**config.mk**
```make
export PLATFORM = sky130hd
export DESIGN_NAME = multi_cycle_ctrl
export DESIGN_NICKNAME = d
export VERILOG_FILES = /design/src/rtl/mcpu_pkg.sv /design/src/rtl/multi_cycle_ctrl.sv
export SDC_FILE = /design/constraint.sdc
export NUM_CORES = 1
export LEC_CHECK = 0
export BUFFER_PORTS_ARGS = -buffer_cell sky130_fd_sc_hd__buf_2
export CAP_MARGIN = 20
export CORE_UTILIZATION = 47
export DETAILED_ROUTE_END_ITERATION = 8
export PLACE_DENSITY = 0.87
export SETUP_SLACK_MARGIN = 0.15
export SYNTH_ARGS = -nofsm -noshare
export SYNTH_HDL_FRONTEND = slang
export SYNTH_SLANG_ARGS = --single-unit
```
**constraint.sdc**
```tcl
create_clock -name clk_i -period 1.88 [get_ports clk_i]
set_input_delay 0.376 -clock clk_i [delete_from_list [all_inputs] [get_ports clk_i]]
set_output_delay 0.376 -clock clk_i [all_outputs]
set_load 0.05 [all_outputs]
```
**src/rtl/mcpu_pkg.sv**
```systemverilog
// Shared encodings for the multi-cycle CPU controller: state codes, opcodes,
// datapath select codes and the packed bundle of decoded control outputs.
package mcpu_pkg;

    typedef enum logic [3:0] {
        S_FETCH    = 4'd0,
        S_DECODE   = 4'd1,
        S_MEM_ADDR = 4'd2,
        S_MEM_RD   = 4'd3,
        S_MEM_WB   = 4'd4,
        S_MEM_WR   = 4'd5,
        S_EXEC     = 4'd6,
        S_ALU_WB   = 4'd7,
        S_BRANCH   = 4'd8,
        S_JUMP     = 4'd9,
        S_JAL      = 4'd10,
        S_JR       = 4'd11,
        S_ADDI_EX  = 4'd12,
        S_ADDI_WB  = 4'd13
    } state_t;

    localparam logic [5:0] OP_RTYPE = 6'b000000;
    localparam logic [5:0] OP_LW    = 6'b100011;
    localparam logic [5:0] OP_SW    = 6'b101011;
    localparam logic [5:0] OP_BEQ   = 6'b000100;
    localparam logic [5:0] OP_BNE   = 6'b000101;
    localparam logic [5:0] OP_ADDI  = 6'b001000;
    localparam logic [5:0] OP_J     = 6'b000010;
    localparam logic [5:0] OP_JAL   = 6'b000011;
    localparam logic [5:0] FUNCT_JR = 6'b001000;

    localparam logic [1:0] M2R_ALUOUT = 2'd0;
    localparam logic [1:0] M2R_MDR    = 2'd1;
    localparam logic [1:0] M2R_PC     = 2'd2;

    localparam logic [1:0] RDST_RT  = 2'd0;
    localparam logic [1:0] RDST_RD  = 2'd1;
    localparam logic [1:0] RDST_R31 = 2'd2;

    localparam logic [1:0] ASB_RT      = 2'd0;
    localparam logic [1:0] ASB_FOUR    = 2'd1;
    localparam logic [1:0] ASB_IMM     = 2'd2;
    localparam logic [1:0] ASB_IMM_SH2 = 2'd3;

    localparam logic [1:0] ALU_ADD   = 2'd0;
    localparam logic [1:0] ALU_SUB   = 2'd1;
    localparam logic [1:0] ALU_FUNCT = 2'd2;

    localparam logic [1:0] PCS_ALU    = 2'd0;
    localparam logic [1:0] PCS_ALUOUT = 2'd1;
    localparam logic [1:0] PCS_JUMP   = 2'd2;
    localparam logic [1:0] PCS_RS     = 2'd3;

    typedef struct packed {
        logic       pc_write;
        logic       pc_write_cond;
        logic       branch_ne;
        logic       iord;
        logic       mem_read;
        logic       mem_write;
        logic       ir_write;
        logic       reg_write;
        logic       alu_src_a;
        logic [1:0] mem_to_reg;
        logic [1:0] reg_dst;
        logic [1:0] alu_src_b;
        logic [1:0] alu_op;
        logic [1:0] pc_source;
        logic       illegal;
        logic       timeout;
    } ctrl_t;

    function automatic logic is_wait_state(input state_t s);
        return (s == S_FETCH) || (s == S_MEM_RD) || (s == S_MEM_WR);
    endfunction

endpackage

```
**src/rtl/multi_cycle_ctrl.sv**
```systemverilog
// Multi-cycle MIPS-style control FSM with memory wait-timeout.
// Latency: one state per clk_i; outputs decoded from state (enables gated by mem_ready_i).
// Backpressure: FETCH/MEM_RD/MEM_WR stall on mem_ready_i, aborting after WAIT_MAX waits.
module multi_cycle_ctrl
    import mcpu_pkg::*;
#(
    parameter int WAIT_MAX = 15
) (
    input  logic       clk_i,
    input  logic       rst_i,
    input  logic [5:0] op_i,
    input  logic [5:0] funct_i,
    input  logic       zero_i,
    input  logic       mem_ready_i,
    output logic       pc_write_o,
    output logic       pc_write_cond_o,
    output logic       branch_ne_o,
    output logic       iord_o,
    output logic       mem_read_o,
    output logic       mem_write_o,
    output logic       ir_write_o,
    output logic       reg_write_o,
    output logic       alu_src_a_o,
    output logic [1:0] mem_to_reg_o,
    output logic [1:0] reg_dst_o,
    output logic [1:0] alu_src_b_o,
    output logic [1:0] alu_op_o,
    output logic [1:0] pc_source_o,
    output logic       illegal_o,
    output logic       timeout_o,
    output logic [3:0] state_o
);

    localparam int              CW      = (WAIT_MAX < 1) ? 1 : $clog2(WAIT_MAX + 1);
    localparam logic [CW-1:0]   CNT_MAX = CW'(WAIT_MAX);
    localparam logic [CW-1:0]   CNT_ONE = CW'(1);

    state_t        r_state;
    state_t        w_state_nxt;
    logic [CW-1:0] r_wait_cnt;
    logic [CW-1:0] w_wait_cnt_nxt;
    logic          w_in_wait;
    logic          w_timeout;
    ctrl_t         w_ctrl;
    ctrl_t         w_out;
    logic          w_unused_zero;

    // The zero flag is resolved in the datapath via pc_write_cond/branch_ne.
    assign w_unused_zero = zero_i;

    assign w_in_wait = is_wait_state(r_state);
    assign w_timeout = w_in_wait && !mem_ready_i && (r_wait_cnt == CNT_MAX);

    always_ff @(posedge clk_i or negedge rst_i) begin
        if (!rst_i) begin
            r_state    <= S_FETCH;
            r_wait_cnt <= '0;
        end else begin
            r_state    <= w_state_nxt;
            r_wait_cnt <= w_wait_cnt_nxt;
        end
    end

    always_comb begin
        w_state_nxt = r_state;
        w_ctrl      = '0;
        case (r_state)
            S_FETCH: begin
                w_ctrl.mem_read  = 1'b1;
                w_ctrl.alu_src_b = ASB_FOUR;
                w_ctrl.alu_op    = ALU_ADD;
                w_ctrl.pc_source = PCS_ALU;
                if (mem_ready_i) begin
                    w_ctrl.ir_write = 1'b1;
                    w_ctrl.pc_write = 1'b1;
                    w_state_nxt     = S_DECODE;
                end
            end
            S_DECODE: begin
                w_ctrl.alu_src_b = ASB_IMM_SH2;
                w_ctrl.alu_op    = ALU_ADD;
                case (op_i)
                    OP_RTYPE:       w_state_nxt = (funct_i == FUNCT_JR) ? S_JR : S_EXEC;
                    OP_LW, OP_SW:   w_state_nxt = S_MEM_ADDR;
                    OP_BEQ, OP_BNE: w_state_nxt = S_BRANCH;
                    OP_ADDI:        w_state_nxt = S_ADDI_EX;
                    OP_J:           w_state_nxt = S_JUMP;
                    OP_JAL:         w_state_nxt = S_JAL;
                    default: begin
                        w_ctrl.illegal = 1'b1;
                        w_state_nxt    = S_FETCH;
                    end
                endcase
            end
            S_MEM_ADDR: begin
                w_ctrl.alu_src_a = 1'b1;
                w_ctrl.alu_src_b = ASB_IMM;
                w_ctrl.alu_op    = ALU_ADD;
                w_state_nxt      = (op_i == OP_SW) ? S_MEM_WR : S_MEM_RD;
            end
            S_MEM_RD: begin
                w_ctrl.iord     = 1'b1;
                w_ctrl.mem_read = 1'b1;
                if (mem_ready_i) w_state_nxt = S_MEM_WB;
            end
            S_MEM_WR: begin
                w_ctrl.iord      = 1'b1;
                w_ctrl.mem_write = 1'b1;
                if (mem_ready_i) w_state_nxt = S_FETCH;
            end
            S_MEM_WB: begin
                w_ctrl.reg_dst    = RDST_RT;
                w_ctrl.mem_to_reg = M2R_MDR;
                w_ctrl.reg_write  = 1'b1;
                w_state_nxt       = S_FETCH;
            end
            S_EXEC: begin
                w_ctrl.alu_src_a = 1'b1;
                w_ctrl.alu_src_b = ASB_RT;
                w_ctrl.alu_op    = ALU_FUNCT;
                w_state_nxt      = S_ALU_WB;
            end
            S_ALU_WB: begin
                w_ctrl.reg_dst    = RDST_RD;
                w_ctrl.mem_to_reg = M2R_ALUOUT;
                w_ctrl.reg_write  = 1'b1;
                w_state_nxt       = S_FETCH;
            end
            S_BRANCH: begin
                w_ctrl.alu_src_a     = 1'b1;
                w_ctrl.alu_src_b     = ASB_RT;
                w_ctrl.alu_op        = ALU_SUB;
                w_ctrl.pc_write_cond = 1'b1;
                w_ctrl.pc_source     = PCS_ALUOUT;
                w_ctrl.branch_ne     = (op_i == OP_BNE);
                w_state_nxt          = S_FETCH;
            end
            S_JUMP: begin
                w_ctrl.pc_write  = 1'b1;
                w_ctrl.pc_source = PCS_JUMP;
                w_state_nxt      = S_FETCH;
            end
            S_JAL: begin
                w_ctrl.pc_write   = 1'b1;
                w_ctrl.pc_source  = PCS_JUMP;
                w_ctrl.reg_dst    = RDST_R31;
                w_ctrl.mem_to_reg = M2R_PC;
                w_ctrl.reg_write  = 1'b1;
                w_state_nxt       = S_FETCH;
            end
            S_JR: begin
                w_ctrl.pc_write  = 1'b1;
                w_ctrl.pc_source = PCS_RS;
                w_state_nxt      = S_FETCH;
            end
            S_ADDI_EX: begin
                w_ctrl.alu_src_a = 1'b1;
                w_ctrl.alu_src_b = ASB_IMM;
                w_ctrl.alu_op    = ALU_ADD;
                w_state_nxt      = S_ADDI_WB;
            end
            S_ADDI_WB: begin
                w_ctrl.reg_dst    = RDST_RT;
                w_ctrl.mem_to_reg = M2R_ALUOUT;
                w_ctrl.reg_write  = 1'b1;
                w_state_nxt       = S_FETCH;
            end
            default: w_state_nxt = S_FETCH;
        endcase

        // An aborted access must leave no architectural or memory side effect.
        if (w_timeout) begin
            w_ctrl.timeout   = 1'b1;
            w_ctrl.pc_write  = 1'b0;
            w_ctrl.ir_write  = 1'b0;
            w_ctrl.reg_write = 1'b0;
            w_ctrl.mem_write = 1'b0;
            w_state_nxt      = S_FETCH;
        end
    end

    always_comb begin
        w_wait_cnt_nxt = '0;
        if ((w_state_nxt == r_state) && !w_timeout && w_in_wait && !mem_ready_i)
            w_wait_cnt_nxt = r_wait_cnt + CNT_ONE;
    end

    assign w_out = rst_i ? w_ctrl : '0;

    assign pc_write_o      = w_out.pc_write;
    assign pc_write_cond_o = w_out.pc_write_cond;
    assign branch_ne_o     = w_out.branch_ne;
    assign iord_o          = w_out.iord;
    assign mem_read_o      = w_out.mem_read;
    assign mem_write_o     = w_out.mem_write;
    assign ir_write_o      = w_out.ir_write;
    assign reg_write_o     = w_out.reg_write;
    assign alu_src_a_o     = w_out.alu_src_a;
    assign mem_to_reg_o    = w_out.mem_to_reg;
    assign reg_dst_o       = w_out.reg_dst;
    assign alu_src_b_o     = w_out.alu_src_b;
    assign alu_op_o        = w_out.alu_op;
    assign pc_source_o     = w_out.pc_source;
    assign illegal_o       = w_out.illegal;
    assign timeout_o       = w_out.timeout;
    assign state_o         = rst_i ? r_state : 4'd0;

endmodule

```
==> results.md, run 1 <==
* Proportion of register bits with asynchronous set or reset after synthesis at 1.00
* Die H at 46.7 um
* Step where the flow halted: 4_1_cts
* HPWL after detailed placement at 2.32 mm
* CTS Hold Buffers Added at 0
* CTS Buf Count at 3
* Number of H-tree levels at 1
* Post-Synthesis Net Count at 146
* Cell at the root of the clock tree: clkbuf_4
* Count of flip-flops with a built-in enable after synthesis at 0
* Post-synth top flop: dfrtp_1
* Starting Density at 0.521
* Mean instance size in the synthesized netlist at 7.27 um^2
* Die outline width at roughly 47 um
* Count of distinct cell types in the synthesized netlist at 46
* Number of flip-flops and latches in the synthesized netlist at 8
* Longest Clk Path Bufs at 2
* Number of I/O pins at 41
* Sequential-to-total area share from yosys stat at 0.213
* Gpl congestion at 0.785
* Number of buffers inserted by post-CTS setup repair at 13
* Gate Count Post-Synth at 129
* Post-Syn Area at ~940 um^2
* Run status: did not finish
* Sink count of the clock tree at 8
* Placed insts at 205
* Tool error: [ERROR DPL-0038] Utilization greater than 100%, impossible to legalize
* Resize count post-CTS at 80
* Yosys warning count at 0
* IO Port Bufs at 39
* Site row count at 15
-- synth_stat cells, types with 2 or more instances --
| master | n | area [um^2] |
|---|---|---|
| o21ai_0 | 2 | 10.0 |
| nor2b_1 | 5 | 31.3 |
| nand3_1 | 3 | 15.0 |
| nand2_1 | 10 | 37.5 |
| clkbuf_1 | 7 | 26.3 |
| or3_1 | 2 | 12.5 |
| xnor2_1 | 3 | 26.3 |
| nor2_1 | 13 | 48.8 |
| o21a_1 | 2 | 15.0 |
| xor2_1 | 3 | 26.3 |
| nand3b_1 | 2 | 15.0 |
| or2_1 | 2 | 12.5 |
| nor3_1 | 13 | 65.1 |
| or3b_1 | 2 | 17.5 |
| nor4b_1 | 2 | 17.5 |
| nor3b_1 | 3 | 22.5 |
| nand2b_1 | 6 | 37.5 |
| inv_1 | 2 | 7.51 |
| and2_1 | 5 | 31.3 |
| a21oi_1 | 9 | 45.0 |
| dfrtp_1 | 8 | 200 |
-- cells by family after synthesis --
kind of cell               after synthesis  synth area share
AOI/OAI and AO/OA                       27             0.200
xor gates and xnor gates                 6            0.0560
adders and majority gates                1            0.0133
buffers and inverters                   11            0.0480
DFF                                      8             0.213
muxes                                    1            0.0107
and+or+nand+nor                         75             0.459
-- through the flow --
step | hold slack, ns | setup TNS (ns) | cell area (um^2) | setup WS [ns] | util
after floorplan | 0.0804 | -1.29 | 1150 | -0.455 | -
after global placement | 0.390 | 0 | 1460 | 0.00294 | 0.810
after detailed placement | 0.407 | -0.0176 | 1460 | -0.0173 | 0.810
==> run 2, diff against run 1 <==
- CORE_AREA: default -> 2 2 63 65
- CORE_UTILIZATION: 47 -> default
- DIE_AREA: default -> 0 0 65 67
- PLACE_DENSITY: 0.87 -> default
- PLACE_DENSITY_LB_ADDON: default -> 0.15
- SETUP_SLACK_MARGIN: 0.15 -> default
==> run 2 against run 1 <==
The flow now finishes, with violations (negative setup slack). Area after synthesis did not move. Synthesized cell count is the same.
==> results.md, run 2 <==
* Pin count of the biggest net entering global routing at 14
* Failing checks: negative setup slack
* Iter 0 DRT Violations at 30
* Starting Density at 0.260
* Fill cells at 346
* Biggest regs: r_state x4, r_wait_cnt x4
* Leading cell type in the layout, fill and taps excluded: buf_4
* Met3 WL post-DR at 104 um
* CTS Buf Count at 3
* Final routed wire length divided by cell count at 12.3 um
* Commonest non-fill, non-tap cells in the layout: 41 x buf_4, 21 x buf_2, 11 x buf_6
* Top routing layer used: met4
* Longest Clk Path Bufs at 2
* Count of distinct cell types in the synthesized netlist at 46
* Reg-to-reg slack, setup at -0.01 ns
* Total count of hold-check failures in the final report at 0
* Slew at the pin closest to its max-slew limit at 0.548 ns
* Leading post-synthesis cells by instance count: 13 x nor2_1, 13 x nor3_1, 10 x nand2_1
* Post-route minimum period at 1.89 ns
* Delay contributed by the slowest stage of the critical path at 0.45 ns
* Post-Synthesis Net Count at 146
* Routed vias/inst at 4.87
* Number of H-tree levels at 1
* Yosys warning count at 0
* Proportion of register bits with asynchronous set or reset after synthesis at 1.00
* Area of the die at 0.00436 mm^2
* Sink count of the clock tree at 8
* Cell at the root of the clock tree: clkbuf_8
* Area share of fa/ha/maj cells after synthesis at 0.0133
* Core Region at 0.00361 mm^2
* Count of flip-flops with a built-in enable after synthesis at 0
* Antenna diode instance count at 0
* Cell Area, Placed at 0.00154 mm^2
* Area growth from synthesis to layout at 92.0%
* Main combinational cell family by area after synthesis: simple AND/OR/NAND/NOR gates
* Remaining number of nets flagged by the antenna check after routing at 0
* P_leak at 0.793 nW
* Critical-path top delay cell: or4b_4
* Cell taking the most area after synthesis: dfrtp_1
* Mean instance size in the synthesized netlist at approximately 7.3 um^2
* Setup repair after global routing missed its margin: yes
* Reg clk slew, reported paths at 0.04 ns
* Worst path buffer plus inverter count at 1
* Max-slew headroom at 0.629
* Crit path setup slack, layout at -0.0133 ns
* Required time worst endpoint at 2.00 ns
* Antenna violations before repair at 0
* Share of the synthesized netlist area taken by xor and xnor gates at 0.0560
* Final cycle utilization of the critical path at 1.01
* Total grt overflow at 0
* Die outline width at about 65 um
* Max FO, Critical Path at 5
* Number of flip-flops and latches in the synthesized netlist at 8
* Layout cells sized above 1 at 0.585
* DR WL met2 at 1.61 mm
* First-pass GRT wire length at 5.03 mm
* HPWL after detailed placement at 2.48 mm
* Setup violations, final at 2
* Post-Syn Area at 938 um^2
* Run status: finished with violations
* Multiplexer share of the synthesized area at 0.0107
* Worst ir drop on vdd at slightly below 0.3 mV
* Area fraction in compound gates after synthesis at 0.200
* Gpl congestion at around 0.80
* All-Layer GR Usage at 0.142
* Fin. max-slew vios at 0
* Element type at the critical path start: flip-flop
* Sequential standard cell area at 203 um^2
* Kind of critical path: flip-flop to flip-flop
* Die H at 67 um
* Final Core Density at 0.500
* Min-delay worst type: input port to asynchronous set/reset pin
* Drt pass-1 iters at 4
* Sequential-to-total area share from yosys stat at 0.213
* Cell chain of the critical path: buf_4, or4b_4, nand3b_4, a2111o_1, a31oi_1
* Via count of the first global-routing pass at roughly 1200
* Via count at 1207
* PwrDens at 948 mW/mm^2
* Max-cap violation count at 0
* Highest clock frequency the design can meet at 528 MHz
* Simple-Gate Fraction of Synth Area at 0.459
* DR DRC count at 0
* Post-route cell area at 0.00180 mm^2
* Top-area cell type share of the netlist area at 0.213
* Area of the multi-input gates at ~900 um^2
* Clock Latency Late Sink at approximately 0.22 ns
* Top Family by Delay on Critical Path: simple AND/OR/NAND/NOR gates
* Final Net Count at 219
* Worst clock skew at 0.00463 ns
* Site row count at 22
* Gate Count Post-Synth at between 100 and 150
* Arrival time at the worst endpoint at roughly 2 ns
* Number of I/O pins at 41
* Wire length reported by the detailed router at 3.05 mm
* IO Port Bufs at 39
* Kind of capture point of the worst setup path: flip-flop
* Routed length on met1 at 1.32 mm
* Ranking of synthesized cells by area: dfrtp_1 21%, nor3_1 6.9%, nor2_1 5.2%
* Clock tree from TritonCTS: yes
* Post-synth top flop: dfrtp_1
## run 2: cell counts after synthesis
Identical to the previous run, type by type.
## run 2: worst paths after layout
| kind | start | cells after the start | end |
|---|---|---|---|
| max in group asynchronous | rst_i | 2 | r_state[0] |
| min in group clk_i | r_wait_cnt[0] | 1 | r_wait_cnt[0] |
| setup / recovery | r_state[0] | 5 | r_state[2] |
| hold / removal | rst_i | 2 | r_wait_cnt[3] |
| setup reg to reg | r_state[0] | 5 | r_state[2] |
| hold reg to reg | r_wait_cnt[0] | 1 | r_wait_cnt[0] |
## run 2: logic make-up (layout without fill, tap and decap cells)
kind of cell             Yosys count  after routing
AO/OA/AOI/OAI                     27             27
XOR/XNOR                           6              6
adder cells (fa/ha/maj)            1              1
buffers and inverters             11             82
flip-flops                         8              8
multiplexers                       1              1
AND/OR/NAND/NOR                   75             75
## run 2: per-layer routing
metal | vias to the layer above | track usage
met5 | - | 0
met4 | 0 | 0.0266
met3 | 2 | 0.0135
met2 | 32 | 0.272
met1 | 565 | 0.172
li1 | 608 | -
## run 2: layout make-up
cell class              count  area share
inverters                   2     0.00417
repair buffers             77       0.326
multi-input cells         110       0.501
well taps                  48      0.0333
clock buffers               3      0.0229
flip-flops and latches      8       0.112
## run 2: per-stage QoR
stage          total power [mW]  cells  hold WS, ns  setup WS [ns]  setup TNS, ns
2_1_floorplan             0.983    129       0.0804         -0.455          -1.54
3_3_place_gp               1.30    239        0.371         -0.162         -0.235
3_5_place_dp               1.32    239        0.374         -0.152         -0.304
4_1_cts                    1.67    245        0.173        -0.0739         -0.156
5_1_grt                    1.83    248        0.191        -0.0738         -0.338
6_report                   1.71    248        0.173        -0.0133        -0.0255
## run 2: worst reg2reg max path, stage by stage, from the launching register on
cell and delay (ns):
dfrtp_2 0.41, buf_4 0.14, or4b_4 0.45, nand3b_4 0.17
a2111o_1 0.41, a31oi_1 0.21
## run 2: where the power goes
group	leakage [nW]	switching (mW)	internal [mW]
Clock	0.0216	0.0564	0.138
Sequential	0.106	0.0488	0.215
Combinational	0.666	0.688	0.562
## run 2: timing repair
action	CTS	global route
endpoints found under the setup margin	17	18
hold buffers	0	0
buffers inserted	4	3
cloned	0	0
endpoints found under the hold margin	0	0
gates resized for setup	33	19
pin swaps	9	10
Note: power is estimated with default switching activity, not from simulation.
